<file path="src/rtl/fir_mac_scheduler_if.sv">
// Frame, coefficient-ROM and result bundle for fir_mac_scheduler.
// The slave side is the scheduler; the master side is its environment.
interface fir_mac_scheduler_if #(
    parameter int TAPS = 32,
    parameter int DW   = 24,
    parameter int CW   = 18
);
    localparam int KW = $clog2(TAPS);

    logic          in_valid;
    logic [DW-1:0] in_l;
    logic [DW-1:0] in_r;
    logic [KW-1:0] coef_addr;
    logic [CW-1:0] coef_data;
    logic          out_valid;
    logic [DW-1:0] out_l;
    logic [DW-1:0] out_r;
    logic          busy;
    logic          overrun;

    modport master (
        output in_valid, in_l, in_r, coef_data,
        input  coef_addr, out_valid, out_l, out_r, busy, overrun
    );

    modport slave (
        input  in_valid, in_l, in_r, coef_data,
        output coef_addr, out_valid, out_l, out_r, busy, overrun
    );
endinterface

</file>
<file path="src/rtl/fir_mac_scheduler.sv">
// Shares one MAC between the left and right FIR channels, one frame at a time.
// Delay lines are circular; coefficients come from a 1-cycle synchronous ROM.
module fir_mac_scheduler #(
    parameter int TAPS     = 32,
    parameter int DW       = 24,
    parameter int CW       = 18,
    parameter int CFRAC    = 17,
    parameter bit BYPASS_R = 1'b1
) (
    input  logic               clk100,
    input  logic               rst_n,
    fir_mac_scheduler_if.slave bus
);
    localparam int KW = $clog2(TAPS);
    localparam int PW = DW + CW;
    localparam int AW = PW + KW;
    localparam logic [KW-1:0] K_LAST = KW'(TAPS - 1);
    localparam logic signed [AW:0] RND =
        {{AW{1'b0}}, 1'b1} << (CFRAC - 1);
    localparam logic signed [AW:0] SMAX =
        {{(AW - DW + 2){1'b0}}, {(DW - 1){1'b1}}};
    localparam logic signed [AW:0] SMIN =
        {{(AW - DW + 2){1'b1}}, {(DW - 1){1'b0}}};

    typedef enum logic [2:0] {
        IDLE, LOAD, MAC_L, DRAIN_L, MAC_R, DRAIN_R, OUTPUT
    } state_t;

    state_t               state_q, state_d;
    logic [KW-1:0]        k_q, k_d;
    logic [1:0]           dcnt_q, dcnt_d;
    logic [KW-1:0]        wr_ptr_q, wr_ptr_d;
    logic [DW-1:0]        lat_l_q, lat_l_d;
    logic [DW-1:0]        lat_r_q, lat_r_d;
    logic [DW-1:0]        dl_l_q [TAPS];
    logic [DW-1:0]        dl_l_d [TAPS];
    logic [DW-1:0]        dl_r_q [TAPS];
    logic [DW-1:0]        dl_r_d [TAPS];
    logic signed [DW-1:0] samp_q, samp_d;
    logic                 v1_q, v1_d;
    logic                 v2_q, v2_d;
    logic signed [PW-1:0] prod_q, prod_d;
    logic [AW-1:0]        acc_q, acc_d;
    logic [DW-1:0]        res_l_q, res_l_d;
    logic [DW-1:0]        res_r_q, res_r_d;
    logic [DW-1:0]        out_l_q, out_l_d;
    logic [DW-1:0]        out_r_q, out_r_d;
    logic                 out_valid_q, out_valid_d;
    logic                 busy_q, busy_d;
    logic                 ovr_q, ovr_d;

    logic                 in_mac;
    logic [KW-1:0]        rd_idx;
    logic signed [AW:0]   rnd;
    logic signed [AW:0]   shr;
    logic [DW-1:0]        result;

    assign in_mac = (state_q == MAC_L) || (state_q == MAC_R);
    assign rd_idx = wr_ptr_q - k_q;

    assign bus.coef_addr = in_mac ? k_q : '0;
    assign bus.out_valid = out_valid_q;
    assign bus.out_l     = out_l_q;
    assign bus.out_r     = out_r_q;
    assign bus.busy      = busy_q;
    assign bus.overrun   = ovr_q;

    // Round half up, then clamp the accumulator into the sample range
    always_comb begin
        rnd = $signed({acc_q[AW-1], acc_q}) + RND;
        shr = rnd >>> CFRAC;
        if (shr > SMAX) begin
            result = SMAX[DW-1:0];
        end else if (shr < SMIN) begin
            result = SMIN[DW-1:0];
        end else begin
            result = shr[DW-1:0];
        end
    end

    // Frame sequencing: load, per-channel MAC sweep, drain, publish
    always_comb begin
        state_d     = state_q;
        k_d         = k_q;
        dcnt_d      = dcnt_q;
        wr_ptr_d    = wr_ptr_q;
        lat_l_d     = lat_l_q;
        lat_r_d     = lat_r_q;
        dl_l_d      = dl_l_q;
        dl_r_d      = dl_r_q;
        res_l_d     = res_l_q;
        res_r_d     = res_r_q;
        out_l_d     = out_l_q;
        out_r_d     = out_r_q;
        out_valid_d = 1'b0;
        ovr_d       = bus.in_valid && (state_q != IDLE);
        unique case (state_q)
            IDLE: begin
                if (bus.in_valid) begin
                    lat_l_d = bus.in_l;
                    lat_r_d = bus.in_r;
                    state_d = LOAD;
                end
            end
            LOAD: begin
                dl_l_d[wr_ptr_q] = lat_l_q;
                dl_r_d[wr_ptr_q] = lat_r_q;
                k_d              = '0;
                state_d          = MAC_L;
            end
            MAC_L, MAC_R: begin
                k_d = k_q + 1'b1;
                if (k_q == K_LAST) begin
                    k_d     = '0;
                    dcnt_d  = '0;
                    state_d = (state_q == MAC_L) ? DRAIN_L : DRAIN_R;
                end
            end
            DRAIN_L: begin
                dcnt_d = dcnt_q + 2'd1;
                if (dcnt_q == 2'd2) begin
                    res_l_d = result;
                    state_d = BYPASS_R ? OUTPUT : MAC_R;
                end
            end
            DRAIN_R: begin
                dcnt_d = dcnt_q + 2'd1;
                if (dcnt_q == 2'd2) begin
                    res_r_d = result;
                    state_d = OUTPUT;
                end
            end
            OUTPUT: begin
                out_l_d     = res_l_q;
                out_r_d     = BYPASS_R ? lat_r_q : res_r_q;
                out_valid_d = 1'b1;
                wr_ptr_d    = wr_ptr_q + 1'b1;
                state_d     = IDLE;
            end
            default: state_d = IDLE;
        endcase
        busy_d = (state_d != IDLE);
    end

    // MAC pipeline: sample aligned to ROM latency, product, accumulate
    always_comb begin
        samp_d = (state_q == MAC_R) ? dl_r_q[rd_idx] : dl_l_q[rd_idx];
        v1_d   = in_mac;
        v2_d   = v1_q;
        prod_d = $signed({{CW{samp_q[DW-1]}}, samp_q}) *
                 $signed({{DW{bus.coef_data[CW-1]}}, bus.coef_data});
        acc_d  = acc_q;
        if (state_q == LOAD ||
            (state_q == DRAIN_L && dcnt_q == 2'd2)) begin
            acc_d = '0;
        end else if (v2_q) begin
            acc_d = acc_q + {{KW{prod_q[PW-1]}}, prod_q};
        end
    end

    // State and datapath registers; reset aborts any frame in flight
    always_ff @(posedge clk100 or negedge rst_n) begin
        if (!rst_n) begin
            state_q     <= IDLE;
            k_q         <= '0;
            dcnt_q      <= '0;
            wr_ptr_q    <= '0;
            lat_l_q     <= '0;
            lat_r_q     <= '0;
            dl_l_q      <= '{default: '0};
            dl_r_q      <= '{default: '0};
            samp_q      <= '0;
            v1_q        <= 1'b0;
            v2_q        <= 1'b0;
            prod_q      <= '0;
            acc_q       <= '0;
            res_l_q     <= '0;
            res_r_q     <= '0;
            out_l_q     <= '0;
            out_r_q     <= '0;
            out_valid_q <= 1'b0;
            busy_q      <= 1'b0;
            ovr_q       <= 1'b0;
        end else begin
            state_q     <= state_d;
            k_q         <= k_d;
            dcnt_q      <= dcnt_d;
            wr_ptr_q    <= wr_ptr_d;
            lat_l_q     <= lat_l_d;
            lat_r_q     <= lat_r_d;
            dl_l_q      <= dl_l_d;
            dl_r_q      <= dl_r_d;
            samp_q      <= samp_d;
            v1_q        <= v1_d;
            v2_q        <= v2_d;
            prod_q      <= prod_d;
            acc_q       <= acc_d;
            res_l_q     <= res_l_d;
            res_r_q     <= res_r_d;
            out_l_q     <= out_l_d;
            out_r_q     <= out_r_d;
            out_valid_q <= out_valid_d;
            busy_q      <= busy_d;
            ovr_q       <= ovr_d;
        end
    end
endmodule
</file>
<file path="src/flat_wrapper.sv">
// flat-port wrapper written by rule: the top's interface ports become plain ports
module fir_mac_scheduler_flat 
#(
    parameter int TAPS     = 32,
    parameter int DW       = 24,
    parameter int CW       = 18,
    parameter int CFRAC    = 17,
    parameter bit BYPASS_R = 1'b1
)
  (clk100, rst_n, bus_in_valid, bus_in_l, bus_in_r, bus_coef_data, bus_coef_addr, bus_out_valid, bus_out_l, bus_out_r, bus_busy, bus_overrun);
  fir_mac_scheduler_if #(.TAPS(TAPS), .DW(DW), .CW(CW)) bus_i ();
  input  logic clk100;
  input  logic rst_n;
  input wire logic [$bits(bus_i.in_valid)-1:0] bus_in_valid;
  input wire logic [$bits(bus_i.in_l)-1:0] bus_in_l;
  input wire logic [$bits(bus_i.in_r)-1:0] bus_in_r;
  input wire logic [$bits(bus_i.coef_data)-1:0] bus_coef_data;
  output wire logic [$bits(bus_i.coef_addr)-1:0] bus_coef_addr;
  output wire logic [$bits(bus_i.out_valid)-1:0] bus_out_valid;
  output wire logic [$bits(bus_i.out_l)-1:0] bus_out_l;
  output wire logic [$bits(bus_i.out_r)-1:0] bus_out_r;
  output wire logic [$bits(bus_i.busy)-1:0] bus_busy;
  output wire logic [$bits(bus_i.overrun)-1:0] bus_overrun;
  assign bus_i.in_valid = bus_in_valid;
  assign bus_i.in_l = bus_in_l;
  assign bus_i.in_r = bus_in_r;
  assign bus_i.coef_data = bus_coef_data;
  assign bus_coef_addr = bus_i.coef_addr;
  assign bus_out_valid = bus_i.out_valid;
  assign bus_out_l = bus_i.out_l;
  assign bus_out_r = bus_i.out_r;
  assign bus_busy = bus_i.busy;
  assign bus_overrun = bus_i.overrun;
  fir_mac_scheduler #(.TAPS(TAPS), .DW(DW), .CW(CW), .CFRAC(CFRAC), .BYPASS_R(BYPASS_R)) u_core (.clk100(clk100), .rst_n(rst_n), .bus(bus_i));
endmodule
</file>
<file path="config.mk">
export PLATFORM = sky130hd
export DESIGN_NAME = fir_mac_scheduler_flat
export DESIGN_NICKNAME = d
export VERILOG_FILES = /design/src/rtl/fir_mac_scheduler_if.sv /design/src/rtl/fir_mac_scheduler.sv /design/src/flat_wrapper.sv
export SDC_FILE = /design/constraint.sdc
export NUM_CORES = 2
export LEC_CHECK = 0
export CORE_ASPECT_RATIO = 1.2
export CORE_MARGIN = 8
export CORE_UTILIZATION = 30
export CTS_CLUSTER_SIZE = 10
export DETAILED_ROUTE_END_ITERATION = 7
export GPL_ROUTABILITY_DRIVEN = 0
export GPL_TIMING_DRIVEN = 0
export PLACE_DENSITY = 0.41
export SLEW_MARGIN = 10
export SYNTH_ARGS = -nofsm -noshare
export SYNTH_HDL_FRONTEND = slang
export SYNTH_SLANG_ARGS = --single-unit
export TNS_END_PERCENT = 10
</file>
<file path="constraint.sdc">
create_clock -name clk100 -period 9.8 [get_ports clk100]
set_input_delay 1.47 -clock clk100 [delete_from_list [all_inputs] [get_ports clk100]]
set_output_delay 1.47 -clock clk100 [all_outputs]
set_load 0.02 [all_outputs]
</file>
==> reports/metrics.cfg <==
[critical_path]
slowest_stage=clkdlybuf4s50_1
cp_num_buf_inv=5
critPathMaxFanout=10
crit_required_ps=10500
cp.arrival_ps=9360
critical_path.top_delay_family=adder cells
crit_top_cell=fa_1
reg2reg_from=u_core.samp_q[9]
crit_path_start_kind=input pin
r2r_slack_ps=2130
crit_type=input pin to flip-flop
cpPeakStageDelay_ps=920
reg2reg_to=u_core.prod_q[40]
ff2ff_path_depth=23
critPathCaptureType=flip-flop
cp_cell_sequence=clkdlybuf4s50_1 -> clkinv_1 -> clkbuf_1 -> nor2_1 -> fa_1 -> fa_1 -> fa_1 -> fa_1 -> fa_1 -> inv_1 -> fa_1 -> inv_1 -> ha_1 -> a21o_1 -> a21o_1 -> a21o_1 -> a21o_1 -> a21oi_1 -> o21ai_0 -> nand2_1 -> a2111o_1 -> nand2_1 -> o311ai_0

[synth]
syn_avg_cell_area_um2=13.7
syn-num-nets=7754
synthFlopType=dfrtp_1
ys_async_sr_fraction=1.00
syn_area_um2=97000
yosysWarnings=0
synth_seq_cells=1789
ys_seq_area_frac=0.462
ys_types=84
synth_edf_count=0
synth_cells=7095

[clocking]
numCtsBuffers=214
cts_setup_buffers=0
cts_hold_buf=0
clock-root-buffer=clkbuf_16
cts_resized=0
worstSkewPairLatency_ps=910
cts_tree=done
cts.sinks=1789
ctsHtreeMaxLevel=4
clkTransAtPathRegs_ps=60
clock_path_buffers=4

[route]
totalWireLength_um=333000
drc=0
dr.pass1.iters=8
first_iter_violations=3147
postRouteAntennaNets=0
via_count=59000
wire_per_inst_um=28.2
avgViaCountPerCell=4.99

[die]
die-area_um2=342000
initial_utilization=0.302
die_y_um=639
die_x_um=535
placementRows=228
design.core.area_um2=322000
pin_count=125

[timing]
setup_tns_ps=0
relSlewSlack=0.0835
setup_viol=0
fmax_mhz=115
min_period_ps=8660
worst_pin_slew_ps=1370
final-hold-violation-count=0
timing.final.crit_share=0.884
rsz0062_at_grt=no
final.setup_skew_ps=88.4
drv_slew=0

[power_and_ir_drop]
power_density_nw_per_um2=283
leakage_nw=52.5
p_comb_frac=0.484
p_switching_mw=13.8
ir_drop_mv=0.261
pwr-share-seq=0.281
clkPwrFrac=0.234
p_int_mw=17.5
p_sw_frac=0.440

[finish]
final_common_cell=dfrtp_1
final_cells=11800
area_delta_synth_final_pct=14.0
drive_gt1_frac=0.335
nets=8128
layout_common_cells=dfrtp_1 (1789), mux2_2 (1585), inv_1 (535)

[global_routing]
grt.overflow.total=0
first_global_vias=64700
grt_use_total=0.193
grt_start_max_net_pins=157
antenna_found_initial=17
grt_pass1_wl_um=478000

[hold_path]
hold_path.class=flip-flop to flip-flop
worstHoldPathCells=2
holdPathEnd=u_core.bus.out_l[2]
min-delay-start=u_core.bus.out_l[2]

[placement]
port_buffers=124
dp_cells=11500
dpl.hpwl_um=244000

[run]
maxCapViolCount=0

[outcome]
status=complete, no violations

[synthesized netlist by cell type, drive strengths merged, types with 4 or more instances]
library cell	number	area, um2
dfrtp	1789	44800
mux2	1585	17800
inv	536	2010
nand2	518	1950
mux4	480	10800
fa	427	8550
clkbuf	367	1380
buf	187	863
ha	163	2040
nor2	160	608
and2	159	995
a21oi	108	552
o21ai	70	354
xnor2	66	578
mux2i	53	531
xor2	42	368
nor2b	40	250
a211oi	38	290
a21o	37	278
nand3	36	180
nor3	26	141
o22a	23	204
and3	17	106
o21a	17	128
nand2b	16	100
nand4	16	130
a31oi	10	62.6
nor4	9	86.3
o21bai	8	60.1
o211ai	7	52.6
a211o	6	53.8
o22ai	6	37.5
a21boi	5	37.5
nor3b	5	37.5
or4	5	37.5
nand3b	4	30.0
o31ai	4	35.0
or2	4	25.0
[kinds of logic (layout without fill, tap and decap cells)]
| group | Yosys count | in the layout | synth area share |
|---|---|---|---|
| adders and majority gates | 590 | 590 | 0.109 |
| muxes | 2118 | 2118 | 0.301 |
| other | 0 | 12 | 0 |
| DFF | 1789 | 1789 | 0.462 |
| and+or+nand+nor | 1029 | 1029 | 0.0495 |
| buffers and inverters | 1091 | 1558 | 0.0439 |
| AOI/OAI and AO/OA | 370 | 370 | 0.0252 |
| xor gates and xnor gates | 108 | 108 | 0.00975 |
[stage by stage]
stage,instance area (um2),hold WS (ps),setup WS [ps],total power [mW],utilization
2_1_floorplan,97000,331,2550,17.8,-
3_3_place_gp,104000,463,-76540,24.5,0.322
3_5_place_dp,104000,461,217,24.6,0.325
4_1_cts,111000,477,1120,32.1,0.344
5_1_grt,111000,491,945,33.2,0.344
6_report,111000,469,1140,31.3,0.344
[area by class of cell]
| class | instances | area [um2] |
|---|---|---|
| antenna | 12 | 30.0 |
| tap | 4255 | 5320 |
| clock buffer | 289 | 5900 |
| sequential | 1789 | 44800 |
| fill | 31500 | 211000 |
| multi-input combinational | 4215 | 48000 |
| buffer | 554 | 2280 |
| timing repair buffer | 158 | 1970 |
| inverter | 537 | 2020 |
| clock inverter | 20 | 258 |
[worst register-to-register path, stage by stage, from the launching register on]
cell and delay [ps]:
dfrtp_1 320, clkbuf_1 520, clkbuf_1 570, nand2_1 160, fa_1 540, fa_1 580
fa_1 450, fa_1 550, inv_1 50, fa_1 500, inv_1 50, fa_1 520
inv_1 50, ha_1 340, a22o_1 190, or4_1 460, a211oi_2 250, a211o_2 180
o21ai_2 110, o2111ai_2 310, a21oi_1 150, nor3_1 350, o21ai_1 140, xor2_1 160
[registers in the layout, summed over array words and instances (netlist names), 24 cells and up]
register and cells:
u_core.dl_l_q 768, u_core.res_l_q 24, u_core.lat_r_q 24, u_core.prod_q 42, u_core.samp_q 24, u_core.dl_r_q 768, u_core.bus.out_l 24, u_core.bus.out_r 24
u_core.lat_l_q 24, u_core.acc_q 47
[worst max-delay path by stage]
stage / end / slack, ps / startpoint / cells after the start
detailed placement: u_core.prod_q[39] / 220 / bus_coef_data[17] / 23
global placement: u_core.dl_r_q[403] / -76540 / rst_n / 1
floorplan: u_core.prod_q[40] / 2550 / bus_coef_data[3] / 22
CTS: u_core.prod_q[39] / 1120 / bus_coef_data[17] / 23
global route: u_core.prod_q[39] / 940 / bus_coef_data[17] / 23
finish: u_core.prod_q[39] / 1140 / bus_coef_data[17] / 23
[layer usage]
| metal | vias to the layer above | part of all wire | GRT usage |
|---|---|---|---|
| li1 | 25400 | - | - |
| met1 | 32100 | 0.40 | 0.233 |
| met2 | 1094 | 0.52 | 0.347 |
| met3 | 469 | 0.032 | 0.0219 |
| met4 | 2 | 0.050 | 0.0828 |
| met5 | - | 0.000039 | 0 |
[power by group through the flow]
stage | clock [mW] | sequential, mW | combinational [mW]
2_1_floorplan | 0 | 8.71 | 9.12
3_3_place_gp | 0 | 9.04 | 15.4
3_5_place_dp | 0 | 8.96 | 15.6
4_1_cts | 7.61 | 8.83 | 15.7
5_1_grt | 7.88 | 8.90 | 16.4
6_report | 7.34 | 8.81 | 15.2
No activity file was read; power rests on OpenSTA's default activity.
